**config.mk**
```make
export PLATFORM = sky130hd
export DESIGN_NAME = pix_pack
export DESIGN_NICKNAME = d
export VERILOG_FILES = /design/src/rtl/pix_pack.sv
export SDC_FILE = /design/constraint.sdc
export NUM_CORES = 1
export LEC_CHECK = 0
export CORE_MARGIN = 2
export CORE_UTILIZATION = 55
export DETAILED_ROUTE_END_ITERATION = 8
export PLACE_DENSITY = 0.9
export SLEW_MARGIN = 20
export SYNTH_ARGS = -nofsm -noshare
export SYNTH_HDL_FRONTEND = slang
export SYNTH_SLANG_ARGS = --single-unit
```
**constraint.sdc**
```tcl
create_clock -name CLK -period 3.2 [get_ports CLK]
set_clock_uncertainty 0.05 [all_clocks]
set_input_delay 0.64 -clock CLK [delete_from_list [all_inputs] [get_ports CLK]]
set_output_delay 0.64 -clock CLK [all_outputs]
set_load 0.01 [all_outputs]
```
**src/rtl/pix_pack.sv**
```systemverilog
// pix_pack: byte-to-pixel packer feeding the LED FIFO.
//
// Gathers 3 (RGB, FORMAT=0) or 4 (RGBW, FORMAT=1) bytes per pixel and writes
// one 34-bit FIFO word per pixel: [33] last pixel of frame, [32] first pixel
// of frame, [31:0] pixel data. A frame ending mid-pixel is padded with
// PAD_VALUE and flags the sticky RUNT bit.
//
// Ports:
//   CLK, RST_N          clock, asynchronous active-low reset
//   ENABLE              low = flush partial pixel / pending word and idle
//   FORMAT              bytes per pixel select, latched on a frame's first byte
//   IN_VALID/IN_DATA/IN_LAST/IN_READY   byte stream handshake
//   FIFO_FULL           back-pressure from the LED FIFO
//   FIFO_WE/FIFO_WDATA  FIFO write strobe and word
//   FRAME_DONE          pulse with the write of a frame's last word
//   PIXEL_COUNT         pixels in the most recently completed frame
//   RUNT/RUNT_CLR       sticky runt-pixel flag and its clear
//
// Build option: define PIX_PACK_RG_SWAP_EN to swap the output positions of
// byte0 and byte1 (GRB strip ordering) in both formats.

module pix_pack #(
    parameter int          CNT_W     = 16,
    parameter logic [7:0]  PAD_VALUE = 8'h00
) (
    input  logic             CLK,
    input  logic             RST_N,
    input  logic             ENABLE,
    input  logic             FORMAT,
    input  logic             IN_VALID,
    input  logic [7:0]       IN_DATA,
    input  logic             IN_LAST,
    output logic             IN_READY,
    input  logic             FIFO_FULL,
    output logic             FIFO_WE,
    output logic [33:0]      FIFO_WDATA,
    output logic             FRAME_DONE,
    output logic [CNT_W-1:0] PIXEL_COUNT,
    output logic             RUNT,
    input  logic             RUNT_CLR
);

    localparam logic [0:0] ST_COLLECT = 1'b0;
    localparam logic [0:0] ST_EMIT    = 1'b1;
    localparam logic [CNT_W-1:0] CNT_ONE = {{(CNT_W-1){1'b0}}, 1'b1};
    localparam logic [CNT_W-1:0] CNT_MAX = {CNT_W{1'b1}};

    logic [0:0]       state_r;
    logic [1:0]       idx_r;
    logic             first_r;
    logic             fmt_r;
    logic [7:0]       b0_r, b1_r, b2_r;
    logic [33:0]      word_r;
    logic [CNT_W-1:0] cnt_r;
    logic [CNT_W-1:0] pix_cnt_r;
    logic             runt_r;

    logic             srst_s;
    logic             accept_s;
    logic             fmt_s;
    logic [1:0]       last_idx_s;
    logic             done_s;
    logic             runt_s;
    logic [7:0]       p0_s, p1_s, p2_s, p3_s;

    // Place the four pixel bytes into the 32-bit data field.
    function automatic logic [31:0] pack_pixel(input logic fmt, input logic [7:0] p0,
                                               input logic [7:0] p1, input logic [7:0] p2,
                                               input logic [7:0] p3);
        logic [31:0] w;
`ifdef PIX_PACK_RG_SWAP_EN
        if (fmt) w = {p1, p0, p2, p3};
        else     w = {8'h00, p1, p0, p2};
`else
        if (fmt) w = {p0, p1, p2, p3};
        else     w = {8'h00, p0, p1, p2};
`endif
        return w;
    endfunction

    // Increment that sticks at all-ones instead of wrapping.
    function automatic logic [CNT_W-1:0] sat_inc(input logic [CNT_W-1:0] c);
        return (c == CNT_MAX) ? c : c + CNT_ONE;
    endfunction

    // Handshake, completion detection and padded byte selection.
    always_comb begin
        srst_s   = !ENABLE;
        IN_READY = ENABLE && (state_r == ST_COLLECT);
        accept_s = IN_VALID && IN_READY;
        // The frame's first byte uses the live FORMAT; later bytes use the latch.
        if ((idx_r == 2'd0) && first_r) fmt_s = FORMAT;
        else                            fmt_s = fmt_r;
        last_idx_s = fmt_s ? 2'd3 : 2'd2;
        done_s     = accept_s && (IN_LAST || (idx_r == last_idx_s));
        runt_s     = accept_s && IN_LAST && (idx_r != last_idx_s);
        // Earlier bytes come from storage, the current byte is live, later ones pad.
        if (idx_r == 2'd0) p0_s = IN_DATA;
        else               p0_s = b0_r;
        if (idx_r == 2'd1)     p1_s = IN_DATA;
        else if (idx_r > 2'd1) p1_s = b1_r;
        else                   p1_s = PAD_VALUE;
        if (idx_r == 2'd2)     p2_s = IN_DATA;
        else if (idx_r > 2'd2) p2_s = b2_r;
        else                   p2_s = PAD_VALUE;
        if (idx_r == 2'd3) p3_s = IN_DATA;
        else               p3_s = PAD_VALUE;
    end

    // FIFO side: the write is gated by FIFO_FULL in the same cycle so a word is
    // written exactly once, in the first cycle the FIFO has room.
    always_comb begin
        FIFO_WE    = ENABLE && (state_r == ST_EMIT) && !FIFO_FULL;
        FIFO_WDATA = word_r;
        FRAME_DONE = FIFO_WE && word_r[33];
    end

    // Collect/emit state machine, byte storage and pending word.
    always_ff @(posedge CLK or negedge RST_N) begin
        if (!RST_N) begin
            state_r <= ST_COLLECT;
            idx_r   <= 2'd0;
            first_r <= 1'b1;
            fmt_r   <= 1'b0;
            b0_r    <= 8'h00;
            b1_r    <= 8'h00;
            b2_r    <= 8'h00;
            word_r  <= 34'd0;
        end else if (srst_s) begin
            state_r <= ST_COLLECT;
            idx_r   <= 2'd0;
            first_r <= 1'b1;
            fmt_r   <= 1'b0;
            b0_r    <= 8'h00;
            b1_r    <= 8'h00;
            b2_r    <= 8'h00;
            word_r  <= 34'd0;
        end else begin
            case (state_r)
                ST_COLLECT: begin
                    if (accept_s) begin
                        fmt_r <= fmt_s;
                        if (done_s) begin
                            word_r  <= {IN_LAST, first_r,
                                        pack_pixel(fmt_s, p0_s, p1_s, p2_s, p3_s)};
                            idx_r   <= 2'd0;
                            state_r <= ST_EMIT;
                        end else begin
                            idx_r <= idx_r + 2'd1;
                            case (idx_r)
                                2'd0:    b0_r <= IN_DATA;
                                2'd1:    b1_r <= IN_DATA;
                                2'd2:    b2_r <= IN_DATA;
                                default: b2_r <= b2_r;
                            endcase
                        end
                    end
                end
                ST_EMIT: begin
                    if (FIFO_WE) begin
                        state_r <= ST_COLLECT;
                        // A written last word re-arms the first flag for the next frame.
                        first_r <= word_r[33];
                    end
                end
                default: state_r <= ST_COLLECT;
            endcase
        end
    end

    // Pixel counter, completed-frame count and sticky runt flag.
    always_ff @(posedge CLK or negedge RST_N) begin
        if (!RST_N) begin
            cnt_r     <= {CNT_W{1'b0}};
            pix_cnt_r <= {CNT_W{1'b0}};
            runt_r    <= 1'b0;
        end else begin
            if (runt_s)        runt_r <= 1'b1;
            else if (RUNT_CLR) runt_r <= 1'b0;
            else               runt_r <= runt_r;
            if (srst_s) begin
                cnt_r <= {CNT_W{1'b0}};
            end else if (FIFO_WE) begin
                if (word_r[33]) begin
                    pix_cnt_r <= sat_inc(cnt_r);
                    cnt_r     <= {CNT_W{1'b0}};
                end else begin
                    cnt_r <= sat_inc(cnt_r);
                end
            end
        end
    end

    assign PIXEL_COUNT = pix_cnt_r;
    assign RUNT        = runt_r;

endmodule

```
* After elaboration in Yosys (flattened, before gate mapping)
Index checks and enable logic that the tools add are counted.
** Operators by class
- $add $sub $neg :: 2
- Multiply operators :: 0
- Divide/modulo/power cells :: 0
- Order comparisons :: 2
- Equality and inequality tests :: 14
- Shifts and indexed selects :: 0
- Mux-type cells :: 48
- Bitwise logic cells :: 1
- Reductions and logical operators :: 20
** Operators by type and width (number)
- 2-to-1 mux 8 bit :: 20
- 2-to-1 mux 34 bit :: 4
- 2-to-1 mux 16 bit :: 4
- 2-to-1 mux 32 bit :: 1
- adder 16 x 1 -> 16 bit (second input constant) :: 1
- == test 16 bit (second input constant) :: 1
- 2-to-1 mux 1 bit :: 14
- inequality test 2 x 1 -> 1 bit (second input constant) :: 6
- logical AND 1 bit :: 9
- AND reduction 3 bit :: 3
- 2-to-1 mux 2 bit :: 4
- AND reduction 4 bit :: 2
- == test 2 bit (second input constant) :: 2
- inequality test 2 bit (second input constant) :: 2
- AND reduction 2 bit :: 2
- adder 2 x 1 -> 2 bit (second input constant) :: 1
- == test 2 x 1 -> 1 bit (second input constant) :: 1
- == test 2 bit :: 1
- > comparator 2 x 1 -> 1 bit (second input constant) :: 1
- > comparator 2 bit (second input constant) :: 1
- zero test 2 bit :: 1
- inequality test 2 bit :: 1
- one-hot mux 1 bit (2 select lines) :: 1
- nonzero test 2 bit :: 1
- 3 further kinds :: 3
** Word-level totals
- Register bits after elaboration :: 96
- Bits in latches :: 0
- Bits in writable memories :: 0
- Bits in read-only memories :: 0
- Output and inout port bits :: 54
- Logic and storage cells :: 98
- Memories :: 0

* Longest topological paths before layout
- Depth in word-level cells :: 11
- Mapped depth :: 10
- Gate-level depth less buffers :: 7

* Worst setup path after synthesis
No wires, ideal clock.
- Path type :: input to output
- From :: input port ENABLE
- To :: output port FRAME_DONE
- Data arrival time :: 1.558 ns
- Required time :: 2.510 ns
- Path slack :: 0.952 ns
- Stages :: 6
- Path buffers :: 2
- Path through :: buf_2 -> nand3b_1 -> inv_1 -> nand2_1 -> clkbuf_1 -> inv_1
** On the way
- Word-level cells in the longest chain between the ends :: 3
** Ends and longest elaborated chain
- start: declaration :: line 28 : input logic ENABLE,
- logical AND 1 bit (2 in series) :: line 113 : FIFO_WE = ENABLE && (state_r == ST_EMIT) && !FIFO_FULL;
- named net FIFO_WE :: line 35 : output logic FIFO_WE,
- logical AND 1 bit :: line 115 : FRAME_DONE = FIFO_WE && word_r[33];
- end: declaration :: line 37 : output logic FRAME_DONE,
The timed path passes the listed nets, and every way through them passes these cells.

* Worst setup path after layout
- From :: register idx_r[1]
- To :: register word_r[17], in the netlist FIFO_WDATA[17]
** On the way
- Word-level cells in the longest chain between the ends :: 9
- Elaborated cells on any way between the ends :: 19
** Ends and longest elaborated chain
- start: declaration :: line 49 : logic [1:0] idx_r;
- start signal: assignment :: line 149 : idx_r <= idx_r + 2'd1;
- branches (longest 9 deep; another with > comparator 2 x 1 -> 1 bit)
- end signal: assignment :: line 144 : word_r <= {IN_LAST, first_r,
- end: declaration :: line 53 : logic [33:0] word_r;
Parallel ways; which one is timed is not known. The select of a mux whose other input is x is not followed.
A chain may end at the register's enable or synchronous reset.

==> qor.yml <==
power_leakage_nw: 2.73
drc: 0
wire_per_inst_um: 17.4
antenna_found_initial: 0
slew_violations: 0
dp_hpwl_mm: 8.65
setup.worst_path.start_class: "register"
r2r_cells: 9
syn_to_final_growth_pct: 18.4
place_ws_ns: 0.280
drt-total-wl_mm: 12.4
die_width_um: 100
vias: 4374
cts_root_buf: "clkbuf_8"
power_switching_mw: 0.678
cts_buffers: 9
ys_seq_area_frac: 0.475
clk_path_buf_depth: 2
cts_hold_buf: 0
grt_pass1_wl_mm: 20.6
ys.flop_type: "dfrtp_1"
p_per_area_nw_per_um2: 397
pwr-share-seq: 0.535
clkPwrFrac: 0.318
finalWorstSetupSlack_ns: 0.252
multiInputGateArea_um2: 2440
critPathArrivalTime_ns: 3.18
syn_nets: 564
layout-drive-gt1-share: 0.0782
post_cts_resized: 0
p_int_mw: 1.70
gp_congestion: 0.905
layout.nets: 617
cp-end-kind: "register"
finalCritPeriodShare: 0.921
postCtsSetupBuffers: 0
fillers: 704
grt_max_degree: 99
fin_tns_setup_ns: 0
dieArea_um2: 9990
worst-slew-pin-transition_ns: 0.878
final-seq-area_um2: 2400
ys_ff_latch: 96
netlist_area_um2: 5060
num_rows: 35
whs_ns: 0.269
p_comb_frac: 0.147
netSwitchingFraction: 0.285
clock-sinks: 96
initial_core_util: 0.559
syn_avg_cell_area_um2: 9.33
first_global_vias: 4180
first_iter_violations: 269
cts.clk_slew.worst_paths_ns: 0.10
power.total_mw: 2.38
syn_inst: 543
slew_headroom: 0.415
via_per_inst: 6.14
overflow: 0
ys_types: 52
antenna_left: 0
dr.pass1.iters: 5
outcome: "complete, no violations"
worstSetupPathType: "register to register"
synth_edf_count: 0
n_antenna_cell: 0
htreeDepth: 3
cts_tree: "yes"
cp_max_fo: 50
clk_latency_ns: 0.37
synthArstFlopShare: 1.00
fp.dieH_um: 100
clock.fmax_mhz: 339
rsz0062_at_grt: "no"
min_period_ns: 2.95
finalSetupViolations: 0
coreArea_um2: 9060
cap_violations: 0
grt_use_total: 0.260
ir_worst_vdd_uv: 211
ys_warn_count: 0
required_ns: 3.43
port_buffers: 69
hold_viol: 0
hold_class: "primary input to asynchronous set/reset pin"
io_pins: 70
## cell type report
cell class	count	area share
clock inverters	5	0.00668
inverters	10	0.00626
well taps	111	0.0232
multi-input cells	399	0.408
clock buffers	11	0.0236
flip-flops and latches	96	0.401
repair buffers	80	0.132
## state kept, by name (all words and copies together), names as in the netlist, 2 cells and up
register	count
b1_r	8
b0_r	8
b2_r	8
idx_r	2
FIFO_WDATA	34
cnt_r	16
PIXEL_COUNT	16
## metrics by stage
| step | util | cell area [um^2] | instances |
|---|---|---|---|
| 2_1_floorplan | - | 5060 | 543 |
| 3_3_place_gp | 0.642 | 5820 | 696 |
| 3_5_place_dp | 0.642 | 5820 | 696 |
| 4_1_cts | 0.662 | 6000 | 712 |
| 5_1_grt | 0.662 | 6000 | 712 |
| 6_report | 0.662 | 6000 | 712 |
## critical path, stage by stage (launching register included)
cell	delay [ns]
dfrtp_1	0.59
inv_1	0.18
ha_1	0.21
buf_4	0.18
a21bo_4	0.24
and4_1	0.27
o31ai_4	0.55
buf_12	0.30
nand3_1	0.12
o21ai_0	0.16
## layout by cell type (no fill, tap or decap), drive strengths merged, types with 3 or more instances in the layout
cell           netlist  final
nand2              100    100
dfrtp               95     95
clkdlybuf4s50        0     67
o21ai               46     46
nand3               42     42
a21oi               34     34
nor2                27     27
mux2i               26     26
and3b               16     16
buf                 10     13
inv                 10     11
o31ai               11     11
clkbuf              28     11
o211a                9      9
mux2                 8      8
o211ai               8      8
a311o                8      8
xnor2                8      8
ha                   5      5
and3                 4      4
nor4                 4      4
and4                 3      3
and2                 3      3
or2                  3      3
nand4                3      3
nor3                 3      3
or3                  3      3
a22o                 3      3
clkinvlp             0      3
## Yosys cell counts, drive strengths merged, types with 9 or more instances
master / number / area, um^2
a21oi: 34 / 170
and3b: 16 / 140
buf: 10 / 72.6
clkbuf: 28 / 105
dfrtp: 95 / 2380
inv: 10 / 37.5
mux2i: 26 / 260
nand2: 100 / 380
nand3: 42 / 210
nor2: 27 / 101
o211a: 9 / 90.1
o21ai: 46 / 230
o31ai: 11 / 96.3
## routing by layer
| metal | up-vias | GRT usage | part of all wire |
|---|---|---|---|
| met5 | - | 0 | 0 |
| met4 | 0 | 0.113 | 0.029 |
| met3 | 37 | 0.0515 | 0.070 |
| met2 | 196 | 0.429 | 0.50 |
| met1 | 2108 | 0.335 | 0.40 |
| li1 | 2033 | - | - |
## power by group through the flow
stage / logic [mW] / clock network (mW) / registers (mW)
after global placement: 0.337 / 0 / 1.30
final: 0.349 / 0.757 / 1.27
after detailed placement: 0.345 / 0 / 1.30
after CTS: 0.347 / 0.759 / 1.27
after global routing: 0.380 / 0.808 / 1.28
after floorplan: 0.180 / 0 / 1.30
## worst paths after layout
| kind | startpoint | endpoint | slack, ns |
|---|---|---|---|
| max | idx_r[1]$_DFFE_PN0P_ | FIFO_WDATA[17]$_DFFE_PN0P_ | 0.25 |
| min | RST_N | b0_r[6]$_DFFE_PN0P_ | 0.27 |
| max reg2reg | idx_r[1]$_DFFE_PN0P_ | FIFO_WDATA[17]$_DFFE_PN0P_ | 0.25 |
| min reg2reg | PIXEL_COUNT[8]$_DFFE_PN0P_ | PIXEL_COUNT[8]$_DFFE_PN0P_ | 0.44 |
| max in group asynchronous | RST_N | FIFO_WDATA[33]$_DFFE_PN0P_ | 2.16 |
| min in group CLK | PIXEL_COUNT[8]$_DFFE_PN0P_ | PIXEL_COUNT[8]$_DFFE_PN0P_ | 0.44 |
## logic make-up after synthesis
| group | count (synthesis) | synth area share |
|---|---|---|
| fa+ha+maj | 5 | 0.0124 |
| buf+inv | 48 | 0.0425 |
| compound gates | 132 | 0.173 |
| simple gates | 219 | 0.213 |
| xor+xnor | 9 | 0.0156 |
| flops | 96 | 0.475 |
| mux | 34 | 0.0692 |
Power figures use the tool's default switching activity.
